==> src/rtl/pipe_pkg.sv <==
// Shared opcode/function encodings, controller state and forwarding-select
// constants for the 5-stage pipeline hazard controller.
package pipe_pkg;

    localparam logic [3:0] OP_ALU  = 4'h0;
    localparam logic [3:0] OP_BGT  = 4'h4;
    localparam logic [3:0] OP_BLT  = 4'h5;
    localparam logic [3:0] OP_BEQ  = 4'h6;
    localparam logic [3:0] OP_LW   = 4'h8;
    localparam logic [3:0] OP_SW   = 4'hB;
    localparam logic [3:0] OP_JMP  = 4'hC;
    localparam logic [3:0] OP_HALT = 4'hF;

    localparam logic [3:0] FN_MUL = 4'h4;
    localparam logic [3:0] FN_DIV = 4'h5;

    localparam logic [15:0] INSTR_NOP = 16'h0000;

    localparam logic [1:0] FWD_REG   = 2'd0;
    localparam logic [1:0] FWD_EXMEM = 2'd1;
    localparam logic [1:0] FWD_MEMWB = 2'd2;

    typedef enum logic [1:0] {
        ST_RUN    = 2'd0,
        ST_DRAIN  = 2'd1,
        ST_HALTED = 2'd2
    } state_t;

    // MUL/DIV leave a second result in the rs2 field, so they write two registers.
    function automatic logic writes_reg(input logic [15:0] instr, input logic [3:0] r);
        logic is_alu;
        logic is_muldiv;
        is_alu    = (instr[15:12] == OP_ALU) && (instr != INSTR_NOP);
        is_muldiv = is_alu && ((instr[3:0] == FN_MUL) || (instr[3:0] == FN_DIV));
        return ((is_alu || (instr[15:12] == OP_LW)) && (instr[11:8] == r)) ||
               (is_muldiv && (instr[7:4] == r));
    endfunction

endpackage

==> src/rtl/pipeline_hazard_ctrl_if.sv <==
// Bundle of pipeline-register instruction buses and hazard-control outputs
// exchanged between the CPU glue (master) and the hazard controller (slave).
interface pipeline_hazard_ctrl_if #(
    parameter int CNT_W = 16
);
    logic [15:0]      instr_id;
    logic [15:0]      instr_ex;
    logic [15:0]      instr_mem;
    logic [15:0]      instr_wb;
    logic             branch_taken_ex;
    logic             pc_write;
    logic             ifid_write;
    logic             ifid_flush;
    logic             idex_flush;
    logic [1:0]       fwd_a;
    logic [1:0]       fwd_b;
    logic             halted;
    logic [CNT_W-1:0] stall_cnt;
    logic [CNT_W-1:0] flush_cnt;

    modport master (
        output instr_id, instr_ex, instr_mem, instr_wb, branch_taken_ex,
        input  pc_write, ifid_write, ifid_flush, idex_flush,
        input  fwd_a, fwd_b, halted, stall_cnt, flush_cnt
    );

    modport slave (
        input  instr_id, instr_ex, instr_mem, instr_wb, branch_taken_ex,
        output pc_write, ifid_write, ifid_flush, idex_flush,
        output fwd_a, fwd_b, halted, stall_cnt, flush_cnt
    );
endinterface

==> src/rtl/fwd_unit.sv <==
// Combinational EX-stage forwarding select: EX/MEM wins over MEM/WB, and a
// load still in EX/MEM is skipped because its data is not available yet.
module fwd_unit (
    input  logic [3:0]  src_a,
    input  logic [3:0]  src_b,
    input  logic [15:0] instr_mem,
    input  logic [15:0] instr_wb,
    output logic [1:0]  fwd_a,
    output logic [1:0]  fwd_b
);
    import pipe_pkg::*;

    function automatic logic [1:0] select_src(input logic [15:0] mem,
                                              input logic [15:0] wb,
                                              input logic [3:0]  r);
        if ((mem[15:12] != OP_LW) && writes_reg(mem, r)) return FWD_EXMEM;
        if (writes_reg(wb, r)) return FWD_MEMWB;
        return FWD_REG;
    endfunction

    assign fwd_a = select_src(instr_mem, instr_wb, src_a);
    assign fwd_b = select_src(instr_mem, instr_wb, src_b);

endmodule

==> src/rtl/pipeline_hazard_ctrl.sv <==
// Hazard and sequencing controller for the 5-stage pipeline: load-use stalls,
// branch/jump flushes, forwarding selects, halt drain and saturating counters.
module pipeline_hazard_ctrl #(
    parameter int CNT_W        = 16,
    parameter int DRAIN_CYCLES = 3
) (
    input logic                   clk,
    input logic                   rst,
    pipeline_hazard_ctrl_if.slave bus
);
    import pipe_pkg::*;

    localparam int DW = $clog2(DRAIN_CYCLES + 1);

    state_t           state;
    logic [DW-1:0]    drain_ctr;
    logic [CNT_W-1:0] stall_cnt;
    logic [CNT_W-1:0] flush_cnt;

    logic       running;
    logic       load_use;
    logic       take_branch;
    logic       take_stall;
    logic       take_jmp;
    logic       take_halt;
    logic [1:0] fwd_a_raw;
    logic [1:0] fwd_b_raw;
    logic       unused_bits;

    assign running  = (state == ST_RUN);
    assign load_use = (bus.instr_ex[15:12] == OP_LW) &&
                      ((bus.instr_ex[11:8] == bus.instr_id[11:8]) ||
                       (bus.instr_ex[11:8] == bus.instr_id[7:4]));

    // Only the oldest event in a cycle acts; younger ones are squashed or retried.
    assign take_branch = running && bus.branch_taken_ex;
    assign take_stall  = running && !bus.branch_taken_ex && load_use;
    assign take_jmp    = running && !bus.branch_taken_ex && !load_use &&
                         (bus.instr_id[15:12] == OP_JMP);
    assign take_halt   = running && !bus.branch_taken_ex && !load_use &&
                         (bus.instr_id[15:12] == OP_HALT);

    assign unused_bits = ^{bus.instr_id[3:0], bus.instr_ex[3:0]};

    fwd_unit u_fwd (
        .src_a     (bus.instr_ex[11:8]),
        .src_b     (bus.instr_ex[7:4]),
        .instr_mem (bus.instr_mem),
        .instr_wb  (bus.instr_wb),
        .fwd_a     (fwd_a_raw),
        .fwd_b     (fwd_b_raw)
    );

    always_ff @(posedge clk or negedge rst) begin
        if (!rst) begin
            state     <= ST_RUN;
            drain_ctr <= '0;
            stall_cnt <= '0;
            flush_cnt <= '0;
        end else begin
            case (state)
                ST_RUN: begin
                    if (take_branch || take_jmp) begin
                        if (flush_cnt != '1) flush_cnt <= flush_cnt + CNT_W'(1);
                    end else if (take_stall) begin
                        if (stall_cnt != '1) stall_cnt <= stall_cnt + CNT_W'(1);
                    end else if (take_halt) begin
                        state     <= ST_DRAIN;
                        drain_ctr <= DW'(DRAIN_CYCLES);
                    end
                end
                ST_DRAIN: begin
                    if (drain_ctr == DW'(1)) state <= ST_HALTED;
                    drain_ctr <= drain_ctr - DW'(1);
                end
                ST_HALTED: begin
                    state <= ST_HALTED;
                end
                default: begin
                    state <= ST_RUN;
                end
            endcase
        end
    end

    // While reset is held the front end is frozen and both pipeline registers flush.
    always_comb begin
        bus.pc_write   = 1'b0;
        bus.ifid_write = 1'b0;
        bus.ifid_flush = 1'b1;
        bus.idex_flush = 1'b1;
        if (rst) begin
            bus.ifid_flush = 1'b0;
            bus.idex_flush = 1'b0;
            if (!running) begin
                bus.idex_flush = 1'b1;
            end else if (take_branch) begin
                bus.pc_write   = 1'b1;
                bus.ifid_write = 1'b1;
                bus.ifid_flush = 1'b1;
                bus.idex_flush = 1'b1;
            end else if (take_stall) begin
                bus.idex_flush = 1'b1;
            end else if (take_jmp) begin
                bus.pc_write   = 1'b1;
                bus.ifid_write = 1'b1;
                bus.ifid_flush = 1'b1;
            end else if (!take_halt) begin
                bus.pc_write   = 1'b1;
                bus.ifid_write = 1'b1;
            end
        end
    end

    assign bus.fwd_a     = rst ? fwd_a_raw : FWD_REG;
    assign bus.fwd_b     = rst ? fwd_b_raw : FWD_REG;
    assign bus.halted    = (state == ST_HALTED);
    assign bus.stall_cnt = stall_cnt;
    assign bus.flush_cnt = flush_cnt;

endmodule

==> src/flat_wrapper.sv <==
// flat-port wrapper written by rule: the top's interface ports become plain ports
module pipeline_hazard_ctrl_flat import pipe_pkg::*;
#(
    parameter int CNT_W        = 16,
    parameter int DRAIN_CYCLES = 3
)
  (clk, rst, bus_instr_id, bus_instr_ex, bus_instr_mem, bus_instr_wb, bus_branch_taken_ex, bus_pc_write, bus_ifid_write, bus_ifid_flush, bus_idex_flush, bus_fwd_a, bus_fwd_b, bus_halted, bus_stall_cnt, bus_flush_cnt);
  pipeline_hazard_ctrl_if #(.CNT_W(CNT_W)) bus_i ();
  input logic clk;
  input logic rst;
  input wire logic [$bits(bus_i.instr_id)-1:0] bus_instr_id;
  input wire logic [$bits(bus_i.instr_ex)-1:0] bus_instr_ex;
  input wire logic [$bits(bus_i.instr_mem)-1:0] bus_instr_mem;
  input wire logic [$bits(bus_i.instr_wb)-1:0] bus_instr_wb;
  input wire logic [$bits(bus_i.branch_taken_ex)-1:0] bus_branch_taken_ex;
  output wire logic [$bits(bus_i.pc_write)-1:0] bus_pc_write;
  output wire logic [$bits(bus_i.ifid_write)-1:0] bus_ifid_write;
  output wire logic [$bits(bus_i.ifid_flush)-1:0] bus_ifid_flush;
  output wire logic [$bits(bus_i.idex_flush)-1:0] bus_idex_flush;
  output wire logic [$bits(bus_i.fwd_a)-1:0] bus_fwd_a;
  output wire logic [$bits(bus_i.fwd_b)-1:0] bus_fwd_b;
  output wire logic [$bits(bus_i.halted)-1:0] bus_halted;
  output wire logic [$bits(bus_i.stall_cnt)-1:0] bus_stall_cnt;
  output wire logic [$bits(bus_i.flush_cnt)-1:0] bus_flush_cnt;
  assign bus_i.instr_id = bus_instr_id;
  assign bus_i.instr_ex = bus_instr_ex;
  assign bus_i.instr_mem = bus_instr_mem;
  assign bus_i.instr_wb = bus_instr_wb;
  assign bus_i.branch_taken_ex = bus_branch_taken_ex;
  assign bus_pc_write = bus_i.pc_write;
  assign bus_ifid_write = bus_i.ifid_write;
  assign bus_ifid_flush = bus_i.ifid_flush;
  assign bus_idex_flush = bus_i.idex_flush;
  assign bus_fwd_a = bus_i.fwd_a;
  assign bus_fwd_b = bus_i.fwd_b;
  assign bus_halted = bus_i.halted;
  assign bus_stall_cnt = bus_i.stall_cnt;
  assign bus_flush_cnt = bus_i.flush_cnt;
  pipeline_hazard_ctrl #(.CNT_W(CNT_W), .DRAIN_CYCLES(DRAIN_CYCLES)) u_core (.clk(clk), .rst(rst), .bus(bus_i));
endmodule
==> config.mk <==
export PLATFORM = sky130hd
export DESIGN_NAME = pipeline_hazard_ctrl_flat
export DESIGN_NICKNAME = d
export VERILOG_FILES = /design/src/rtl/pipe_pkg.sv /design/src/rtl/pipeline_hazard_ctrl_if.sv /design/src/rtl/fwd_unit.sv /design/src/rtl/pipeline_hazard_ctrl.sv /design/src/flat_wrapper.sv
export SDC_FILE = /design/constraint.sdc
export NUM_CORES = 1
export LEC_CHECK = 0
export BUFFER_PORTS_ARGS = -buffer_cell sky130_fd_sc_hd__buf_2
export CAP_MARGIN = 5
export CELL_PAD_IN_SITES_DETAIL_PLACEMENT = 2
export CELL_PAD_IN_SITES_GLOBAL_PLACEMENT = 2
export CORE_UTILIZATION = 27
export CTS_CLUSTER_DIAMETER = 40
export DETAILED_ROUTE_END_ITERATION = 8
export PLACE_DENSITY = 0.82
export SLEW_MARGIN = 40
export SYNTH_ARGS = -nofsm -noshare
export SYNTH_HDL_FRONTEND = slang
export SYNTH_SLANG_ARGS = --single-unit
==> constraint.sdc <==
create_clock -name clk -period 2.1 [get_ports clk]
set_clock_uncertainty 0.1 [all_clocks]
set_input_delay 0.105 -clock clk [delete_from_list [all_inputs] [get_ports clk]]
set_output_delay 0.105 -clock clk [all_outputs]
set_load 0.05 [all_outputs]
==> metrics.md, run 1 <==
| Metric | Value |
|---|---|
| Endpoint type of the worst setup path | `flip-flop` |
| Worst-path cell chain | `inv_1 > ha_1 > buf_4 > nand2b_1 > or3_4 > nor4_2 > xor2_1` |
| Number of H-tree branching levels | `2` |
| Share of cells above drive strength 1 | `40.49%` |
| Internal power | `1.509 mW` |
| Area of all placed cells without fillers | `3267 um2` |
| Layout-stage area growth over the synthesis result | `34.94%` |
| Cell area after placement | `3132 um2` |
| Arrival time at the worst endpoint | `2.12 ns` |
| Leading cell type by number of instances after synthesis | `sky130_fd_sc_hd__xnor2_1` |
| Final Wtd Congestion | `0.8305` |
| Final min period | `2.020 ns` |
| Initial DRC count | `36` |
| Worst Tran Pin Value | `0.5223 ns` |
| Vias per inst | `4.929` |
| Switching share of power | `39.89%` |
| Area contributors post-synth | `sky130_fd_sc_hd__dfrtp_1 37%, sky130_fd_sc_hd__xnor2_1 16%, sky130_fd_sc_hd__xor2_1 9.4%` |
| First-pass GRT wire length | `13.54 mm` |
| Combinational share of power | `40.0%` |
| Gr ovfl total | `0` |
| Hold Slack | `0.2550 ns` |
| Clock power share | `24.3%` |
| Total chip power | `2.510 mW` |
| Remaining number of nets flagged by the antenna check after routing | `0` |
| Count of buffers added by post-CTS timing repair for setup | `0` |
| Dpl hpwl | `6.742 mm` |
| Die ar. | `9350 um2` |
| Top fanout value on the critical path | `12` |
| NumNets Final | `441` |
| Fmax | `495.1 MHz` |
| Synth cell count leaders | `44 x sky130_fd_sc_hd__xnor2_1, 36 x sky130_fd_sc_hd__dfrtp_1, 26 x sky130_fd_sc_hd__xor2_1, 25 x sky130_fd_sc_hd__nand2_1` |
| Gate count of the mapped netlist | `253` |
| Total wirelength of the detailed-routed design | `8.024 mm` |
| Power density over cell area | `768.3 nW/um2` |
| Post-synthesis register bit count | `36` |
| Fraction of synthesized cell area taken by the top area cell type | `37.21%` |
| Count of buffers inserted at the top-level ports | `99` |
| Initial antenna violation count | `0` |
| Largest buffer count on any clock path | `2` |
| Peak ir drop on the vdd network | `294.1 uV` |
| DRT met1 WL | `3.195 mm` |
| Total standard cell area after synthesis | `2421 um2` |
| Overall fraction of global-route tracks in use | `17.83%` |
| Placed cell count | `467` |
| Post-layout utilization of the core | `37.46%` |
| Antenna Diode Count | `0` |
| Number of CTS-inserted buffers | `5` |
| Max-Cap Viols | `0` |
| Core Footprint | `8721 um2` |
| Die Wd | `96.70 um` |
| Element type at the critical path start | `flip-flop` |
| Sw Pwr | `1.001 mW` |
| Fraction of the yosys area taken by sequential cells | `37.21%` |
| Io pins | `108` |
| Min-delay worst type | `in -> reg` |
| Ys Warns | `0` |
| Die outline height | `96.70 um` |
| Slowest library cell on the worst path | `sky130_fd_sc_hd__or3_4` |
| Wire length on met3 | `203 um` |
| Clock root buffer master | `sky130_fd_sc_hd__clkbuf_8` |
| Number of DRC violations after detailed routing | `0` |
| CTS tree | `yes` |
| Static power due to leakage | `1.550 nW` |
| Row count | `34` |
| Prevailing post-synth register cell | `sky130_fd_sc_hd__dfrtp_1` |
| Total nets after synthesis | `327` |
| First drt pass iteration count | `4` |
| Effective utilization at floorplan | `27.76%` |
| Pin count of the biggest net entering global routing | `27` |
| Number of max-slew violations in the final report | `0` |
| Period utilisation layout | `96.17%` |
| CTS clock-pin slew for the worst setup and hold paths | `0.08 ns` |
| Num Clock Sinks | `36` |
| DR vias | `2346` |
| Leading area contributor after synthesis | `sky130_fd_sc_hd__dfrtp_1` |
| Routed length on met2 | `4.514 mm` |
| Setup repair after global routing missed its margin | `true` |
| Largest stage delay, worst path | `0.48 ns` |
| Clk Latency, worst-skew pair | `0.29 ns` |
| Final setup fails | `0` |
| Final hold viol count | `0` |
| Outcome | `finished clean` |
| Sequential power share | `35.7%` |
| Number of flops mapped to enable cells by yosys | `0` |
| Count of cell types in the netlist | `39` |
| Highest layer used for signal routing | `met4` |
| Slew headroom | `64.86%` |
| Worst EP required | `2.20 ns` |
| Via count of the first global-routing pass | `2645` |
| Worst setup path class | `reg -> reg` |
| Async set-or-reset flop fraction in the synthesized netlist | `100.0%` |
| Mean post-synth cell area | `9.569 um2` |
| Average wire length per cell after detail routing | `16.86 um` |
| Final instance count without filler cells | `476` |
what timing repair did:
action,4_1_cts,5_1_grt
setup endpoints to repair,0,6
hold endpoints to repair,36,0
resized for setup,0,4
hold buffers,1,0
cells in the final DEF (no fill, tap or decap), drive strengths merged, types with 2 or more instances in the layout:
cell	n
a21oi	2
a31oi	2
and3	3
and4	2
buf	112
clkbuf	6
dfrtp	36
ha	7
inv	8
mux2	3
nand2	25
nand3	14
nand4	14
nor2	9
nor3	17
nor4	9
o211a	2
o21ai	4
o22ai	2
or3	5
xnor2	44
xor2	26
routing by layer:
layer / vias up / global-route usage, %
li1: 1109 / -
met1: 1173 / 20.30
met2: 54 / 34.72
met3: 10 / 1.951
met4: 0 / 4.707
met5: - / 0
critical path: cells and delay by family (launching register included):
| family | cells | cell delay, ns |
|---|---|---|
| flops | 1 | 0.40 |
| xor+xnor | 1 | 0.21 |
| fa+ha+maj | 1 | 0.20 |
| simple gates | 3 | 0.76 |
| buf+inv | 2 | 0.25 |
per-stage QoR:
stage	setup WS, ns	TNS [ns]
6_report	0.08040	0
5_1_grt	-0.02592	-0.02592
4_1_cts	0.02023	0
3_5_place_dp	-0.03286	-0.04856
3_3_place_gp	0.05303	0
2_1_floorplan	-0.0009266	-0.0009266
logic make-up (layout without fill, tap and decap cells):
| group | after synthesis | count (layout) | share of synthesized area (%) |
|---|---|---|---|
| xor+xnor | 70 | 70 | 25.32 |
| simple gates | 105 | 105 | 24.50 |
| buf+inv | 14 | 129 | 2.843 |
| mux | 3 | 3 | 1.395 |
| flops | 36 | 36 | 37.21 |
| compound gates | 18 | 18 | 5.116 |
| fa+ha+maj | 7 | 7 | 3.617 |
registers in the layout, summed over array words and instances (netlist names):
register / count
u_core.state: 2
u_core.drain_ctr: 2
u_core.bus.stall_cnt: 16
u_core.bus.flush_cnt: 16
path summary, 6_finish.rpt:
check	to	slack, ns	start	cells past startpoint
hold / removal	u_core.drain_ctr[1]	0.26	bus_branch_taken_ex	4
max in group asynchronous	u_core.bus.flush_cnt[0]	1.22	rst	3
setup reg to reg	u_core.bus.stall_cnt[14]	0.08	u_core.state[0]	7
hold reg to reg	u_core.bus.stall_cnt[7]	0.38	u_core.bus.stall_cnt[7]	1
setup / recovery	u_core.bus.stall_cnt[14]	0.08	u_core.state[0]	7
min in group asynchronous	u_core.bus.stall_cnt[11]	0.32	rst	3
final cells by class:
class | count | area (um2)
Sequential cell | 36 | 917.1
Inverter | 8 | 30.03
Multi-Input combinational cell | 203 | 1474
Fill cell | 979 | 5454
Timing Repair Buffer | 113 | 603.1
Tap cell | 108 | 135.1
Clock buffer | 6 | 72.57
Clock inverter | 2 | 35.03
power groups by stage:
| stage | clock network, mW | registers [mW] | logic (mW) |
|---|---|---|---|
| after floorplan | 0 | 1.07 | 0.514 |
| after global placement | 0 | 0.897 | 0.964 |
| after detailed placement | 0 | 0.911 | 1.02 |
| after CTS | 0.622 | 0.897 | 1.02 |
| after global routing | 0.654 | 0.918 | 1.09 |
| final | 0.610 | 0.895 | 1.00 |
No activity file was read; power rests on OpenSTA's default activity.
==> run 2: changes to the inputs <==
BUFFER_PORTS_ARGS = default   (was -buffer_cell sky130_fd_sc_hd__buf_2)
CORE_UTILIZATION = 36   (was 27)
DONT_BUFFER_PORTS = 1   (was default)
PLACE_DENSITY = 0.81   (was 0.82)
==> run 2 against run 1 <==
The run now ends with design-rule violations left. Sequential share of layout area increased by 2.6 points. Cell count decreased by 21%. Total power decreased by 2.9%. Register-to-register slack improved by 0.03 ns. Global-route usage increased by 6.2 points.
==> metrics.md, run 2 (synthesis gave the netlist of run 1 again) <==
| Metric | Value |
|---|---|
| First drt pass iteration count | `6` |
| Power density over cell area | `815.7 nW/um2` |
| Dpl hpwl | `5.980 mm` |
| Gr ovfl total | `0` |
| Most frequent cells in the layout | `44 x sky130_fd_sc_hd__xnor2_1, 43 x sky130_fd_sc_hd__buf_4, 26 x sky130_fd_sc_hd__xor2_1, 25 x sky130_fd_sc_hd__nand2_1, 23 x sky130_fd_sc_hd__dfrtp_1` |
| Number of CTS-inserted buffers | `5` |
| Element type at the critical path start | `flip-flop` |
| Worst setup path class | `reg -> reg` |
| Outcome | `finished with violations` |
| Number of H-tree branching levels | `2` |
| Period utilisation layout | `94.74%` |
| CTS clock-pin slew for the worst setup and hold paths | `0.07 ns` |
| Hold Slack | `0.01933 ns` |
| Pin count of the biggest net entering global routing | `37` |
| Initial DRC count | `55` |
| DR vias | `2122` |
| Total wirelength of the detailed-routed design | `8.047 mm` |
| Overall fraction of global-route tracks in use | `23.99%` |
| Fmax | `502.7 MHz` |
| Share of cells above drive strength 1 | `28.67%` |
| Number of max-slew violations in the final report | `0` |
| Via count of the first global-routing pass | `2531` |
| NumNets Final | `373` |
| Final Wtd Congestion | `0.8116` |
| Family of cells with the greatest summed delay on the critical path | `simple AND/OR/NAND/NOR gates` |
| Final setup fails | `0` |
| Largest regs | `u_core.bus.flush_cnt: 16 flops, u_core.bus.stall_cnt: 16 flops` |
| Post-layout utilization of the core | `46.52%` |
| Vias per inst | `5.629` |
| Initial antenna violation count | `0` |
| Slowest library cell on the worst path | `sky130_fd_sc_hd__or3_1` |
| Average wire length per cell after detail routing | `21.34 um` |
| Layout-stage area growth over the synthesis result | `23.41%` |
| Core Footprint | `6422 um2` |
| Met2 track utilization from global routing | `47.32%` |
| Num Clock Sinks | `36` |
| Die outline height | `84.01 um` |
| Static power due to leakage | `1.281 nW` |
| Final hold viol count | `0` |
| Max-Cap Viols | `0` |
| Routing layer with the top usage in global route | `met2` |
| Count of buffers inserted at the top-level ports | `0` |
| Top fanout value on the critical path | `4` |
| Die ar. | `7057 um2` |
| Critical Path Most Common Cell | `sky130_fd_sc_hd__or3_1` |
| Met1 capacity usage during global routing | `24.57%` |
| Setup repair after global routing missed its margin | `false` |
| Largest buffer count on any clock path | `2` |
| Worst EP required | `2.18 ns` |
| Die Wd | `84.01 um` |
| Clk Latency, worst-skew pair | `0.29 ns` |
| Largest stage delay, worst path | `0.41 ns` |
| Arrival time at the worst endpoint | `2.07 ns` |
| Clock root buffer master | `sky130_fd_sc_hd__clkbuf_8` |
| Final min period | `1.989 ns` |
| Bufs and invs on worst path | `1` |
| CTS tree | `yes` |
| Min-delay worst type | `in -> reg` |
| Effective utilization at floorplan | `37.70%` |
| Worst-path cell chain | `inv_1 > ha_2 > o21ai_2 > or3_1 > or3_1 > xnor2_1` |
| Failing checks | `design-rule violations` |
| Io pins | `108` |
| Worst Tran Pin Value | `0.5215 ns` |
| Remaining number of nets flagged by the antenna check after routing | `0` |
| Number of DRC violations after detailed routing | `9` |
| Slew headroom | `65.32%` |
| Most common cell after layout, fill and taps aside | `sky130_fd_sc_hd__xnor2_1` |
| Antenna Diode Count | `0` |
| Global routing usage on met3 | `5.836%` |
| Row count | `29` |
| Endpoint type of the worst setup path | `flip-flop` |
| Peak ir drop on the vdd network | `279.8 uV` |
| First-pass GRT wire length | `13.07 mm` |
run 2: cell types whose count changed in the layout (fill, tap and decap cells not counted), sizes merged:
cell / previous run / this run
clkinv: 1 / 0
bufinv: 1 / 0
buf: 112 / 44
clkbuf: 6 / 8
run 2: metal layers:
| metal | part of all wire [%] | vias up |
|---|---|---|
| met5 | 0 | - |
| met4 | 2.1 | 0 |
| met3 | 4.8 | 11 |
| met2 | 56 | 75 |
| met1 | 37 | 1067 |
| li1 | - | 969 |
run 2: stage by stage:
stage	TNS [ns]	instance area (um2)	power, mW	std cells	worst slack (ns)
after detailed placement	0	2825	1.843	367	0.02043
after CTS	0	2963	2.445	377	0.03675
after global routing	0	2988	2.566	377	0.01068
final	0	2988	2.437	377	0.1106
after global placement	0	2825	1.771	367	0.1135
after floorplan	-0.0009266	2442	1.584	253	-0.0009266
run 2: where the power goes:
| group | switching [mW] | total [mW] | internal [mW] |
|---|---|---|---|
| Combinational | 0.675 | 1.04 | 0.363 |
| Clock | 0.257 | 0.557 | 0.300 |
| Sequential | 0.0519 | 0.843 | 0.791 |
| Total | 0.984 | 2.44 | 1.45 |
run 2: layout make-up:
type	count	area, um2
fill	698	3435
multi-input combinational	203	1491
sequential	36	917.1
timing repair buffer	45	352.8
clock buffer	8	100.1
tap	77	96.34
inverter	8	30.03
run 2: path summary, 6_finish.rpt:
kind	start	endpoint	slack, ns	depth (start not counted)
max in group asynchronous	rst	u_core.bus.stall_cnt[0]	1.52	2
max reg2reg	u_core.state[0]	u_core.bus.flush_cnt[12]	0.11	6
min in group asynchronous	rst	u_core.bus.flush_cnt[14]	0.17	2
min reg2reg	u_core.drain_ctr[1]	u_core.drain_ctr[1]	0.41	1
max	u_core.state[0]	u_core.bus.flush_cnt[12]	0.11	6
min	bus_branch_taken_ex	u_core.bus.flush_cnt[0]	0.02	2
run 2: worst register-to-register path, stage by stage (launching register included):
cell,delay (ns)
sky130_fd_sc_hd__dfrtp_1,0.39
sky130_fd_sc_hd__inv_1,0.12
sky130_fd_sc_hd__ha_2,0.24
sky130_fd_sc_hd__o21ai_2,0.10
sky130_fd_sc_hd__or3_1,0.41
sky130_fd_sc_hd__or3_1,0.38
sky130_fd_sc_hd__xnor2_1,0.13
run 2: timing repair:
| action | CTS | global route |
|---|---|---|
| resized for setup | 3 | 5 |
| endpoints found under the hold margin | 36 | 0 |
| pin swaps | 0 | 1 |
| hold buffers | 2 | 0 |
| setup buffers | 0 | 0 |
| endpoints found under the setup margin | 8 | 7 |
| cloned | 0 | 0 |
==> run 3: changes to the inputs <==
HOLD_SLACK_MARGIN = 0.12   (was default)
==> run 3 against run 2 <==
The flow still finishes with violations (design-rule violations). Die area is the same. Sequential cell count unchanged. Worst hold slack gained 0.13 ns. Combinational power about the same.
==> metrics.md, run 3 (synthesis gave the netlist of run 1 again) <==
| Metric | Value |
|---|---|
| Critical Path Most Common Cell | `sky130_fd_sc_hd__or3_1` |
| Slew headroom | `65.32%` |
| Dpl hpwl | `5.980 mm` |
| Power density over cell area | `814.2 nW/um2` |
| Total chip power | `2.449 mW` |
| Largest buffer count on any clock path | `2` |
| DRT met1 WL | `2.996 mm` |
| Most common cell after layout, fill and taps aside | `sky130_fd_sc_hd__xnor2_1` |
| Min-delay worst type | `in -> reg` |
| Layout-stage area growth over the synthesis result | `24.24%` |
| Die ar. | `7057 um2` |
| Outcome | `finished with violations` |
| Peak ir drop on the vdd network | `283.2 uV` |
| Hold Slack | `0.1528 ns` |
| Arrival time at the worst endpoint | `2.08 ns` |
| First-pass GRT wire length | `13.19 mm` |
| Sequential power share | `34.4%` |
| Remaining number of nets flagged by the antenna check after routing | `0` |
| Fmax | `502.3 MHz` |
| DR vias | `2158` |
| Static power due to leakage | `1.289 nW` |
| CTS tree | `yes` |
| Pin count of the biggest net entering global routing | `37` |
| Number of max-slew violations in the final report | `0` |
| Clk Latency, worst-skew pair | `0.30 ns` |
| Initial antenna violation count | `0` |
| Top fanout value on the critical path | `4` |
| Worst-path cell chain | `inv_1 > ha_2 > o21ai_2 > or3_1 > or3_1 > xnor2_1` |
| Bufs and invs on worst path | `1` |
| Sw Pwr | `992.8 uW` |
| Share of cells above drive strength 1 | `28.48%` |
| Io pins | `108` |
| Area of all placed cells without fillers | `3008 um2` |
| Largest stage delay, worst path | `0.41 ns` |
| Worst setup path class | `reg -> reg` |
| Internal power | `1.456 mW` |
| Final min period | `1.991 ns` |
| Combinational share of power | `42.6%` |
| Routed length on met2 | `4.508 mm` |
| Count of buffers added by post-CTS timing repair for setup | `0` |
| Count of buffers inserted at the top-level ports | `0` |
| Final Wtd Congestion | `0.8116` |
| Period utilisation layout | `94.79%` |
| Row count | `29` |
| Setup repair after global routing missed its margin | `false` |
| Core Footprint | `6422 um2` |
| Overall fraction of global-route tracks in use | `24.27%` |
| Max-Cap Viols | `0` |
| Family of cells with the greatest summed delay on the critical path | `simple AND/OR/NAND/NOR gates` |
| Final setup fails | `0` |
| Number of CTS-inserted buffers | `5` |
| Final hold viol count | `0` |
| Total wirelength of the detailed-routed design | `8.148 mm` |
| Highest layer used for signal routing | `met4` |
| Switching share of power | `40.54%` |
| Element type at the critical path start | `flip-flop` |
| Wire length on met3 | `420 um` |
| Die outline height | `84.01 um` |
| Number of H-tree branching levels | `2` |
| Via count of the first global-routing pass | `2526` |
| Gr ovfl total | `0` |
| Worst EP required | `2.18 ns` |
| Number of DRC violations after detailed routing | `9` |
| Clock power share | `22.9%` |
| Slowest library cell on the worst path | `sky130_fd_sc_hd__or3_1` |
| Largest regs | `u_core.bus.flush_cnt: 16 flops, u_core.bus.stall_cnt: 16 flops` |
| First drt pass iteration count | `6` |
| Clock root buffer master | `sky130_fd_sc_hd__clkbuf_8` |
| Worst Tran Pin Value | `0.5215 ns` |
| Effective utilization at floorplan | `37.70%` |
| CTS clock-pin slew for the worst setup and hold paths | `0.08 ns` |
| Average wire length per cell after detail routing | `21.50 um` |
| Initial DRC count | `64` |
| Most frequent cells in the layout | `44 x sky130_fd_sc_hd__xnor2_1, 43 x sky130_fd_sc_hd__buf_4, 26 x sky130_fd_sc_hd__xor2_1, 25 x sky130_fd_sc_hd__nand2_1, 23 x sky130_fd_sc_hd__dfrtp_1` |
| NumNets Final | `375` |
| Antenna Diode Count | `0` |
| Failing checks | `design-rule violations` |
| Die Wd | `84.01 um` |
| Num Clock Sinks | `36` |
| Cell area after placement | `2825 um2` |
| Endpoint type of the worst setup path | `flip-flop` |
| Vias per inst | `5.694` |
==> run 3: cell types whose count changed in the layout (fill, tap and decap cells not counted), sizes merged <==
cell / change
dlygate4sd3: +2
==> run 3: path summary, 6_finish.rpt <==
kind                                     start                        to  slack (ns)  cells after the start
min reg2reg                u_core.drain_ctr[1]       u_core.drain_ctr[1]        0.42                      1
max reg2reg                    u_core.state[0]  u_core.bus.flush_cnt[12]        0.11                      6
max in group asynchronous                  rst   u_core.bus.stall_cnt[0]        1.52                      2
min in group asynchronous                  rst  u_core.bus.flush_cnt[12]        0.17                      2
min                        bus_branch_taken_ex   u_core.bus.flush_cnt[1]        0.15                      5
max                            u_core.state[0]  u_core.bus.flush_cnt[12]        0.11                      6
==> run 3: cell type report <==
type | count | area, um2
Fill cell | 699 | 3415
Clock buffer | 8 | 100.1
Timing Repair Buffer | 47 | 372.9
Tap cell | 77 | 96.34
Sequential cell | 36 | 917.1
Inverter | 8 | 30.03
Multi-Input combinational cell | 203 | 1491
==> run 3: power groups by stage <==
stage / Sequential, mW / Clock [mW] / Combinational (mW)
2_1_floorplan: 1.07 / 0 / 0.514
3_3_place_gp: 0.846 / 0 / 0.925
3_5_place_dp: 0.858 / 0 / 0.985
4_1_cts: 0.843 / 0.567 / 1.04
5_1_grt: 0.853 / 0.591 / 1.13
6_report: 0.843 / 0.562 / 1.04
==> run 3: timing repair <==
| action | in CTS | in global routing |
|---|---|---|
| setup endpoints to repair | 8 | 9 |
| hold buffers | 3 | 1 |
| pin swaps | 0 | 1 |
| gates resized for setup | 3 | 5 |
| endpoints found under the hold margin | 38 | 2 |
==> run 3: per-layer routing <==
| layer | up-vias | track usage (%) |
|---|---|---|
| met3 | 15 | 5.737 |
| met2 | 86 | 48.14 |
| met4 | 0 | 7.367 |
| met5 | - | 0 |
| met1 | 1084 | 24.69 |
| li1 | 973 | - |
==> run 3: worst min-delay path, delay by kind of cell <==
kind	cells	cell delay, ns
simple gates	3	0.22
compound gates	1	0.04
buf+inv	1	0.15
==> run 3: metrics by stage <==
step	setup TNS, ns	util [%]	std cells	setup slack, ns
after floorplan	-0.0009266	-	253	-0.0009266
after global placement	0	43.99	367	0.1135
after detailed placement	0	43.99	367	0.02043
after CTS	0	46.29	378	0.03675
after global routing	0	46.83	379	0.01129
final	0	46.83	379	0.1093
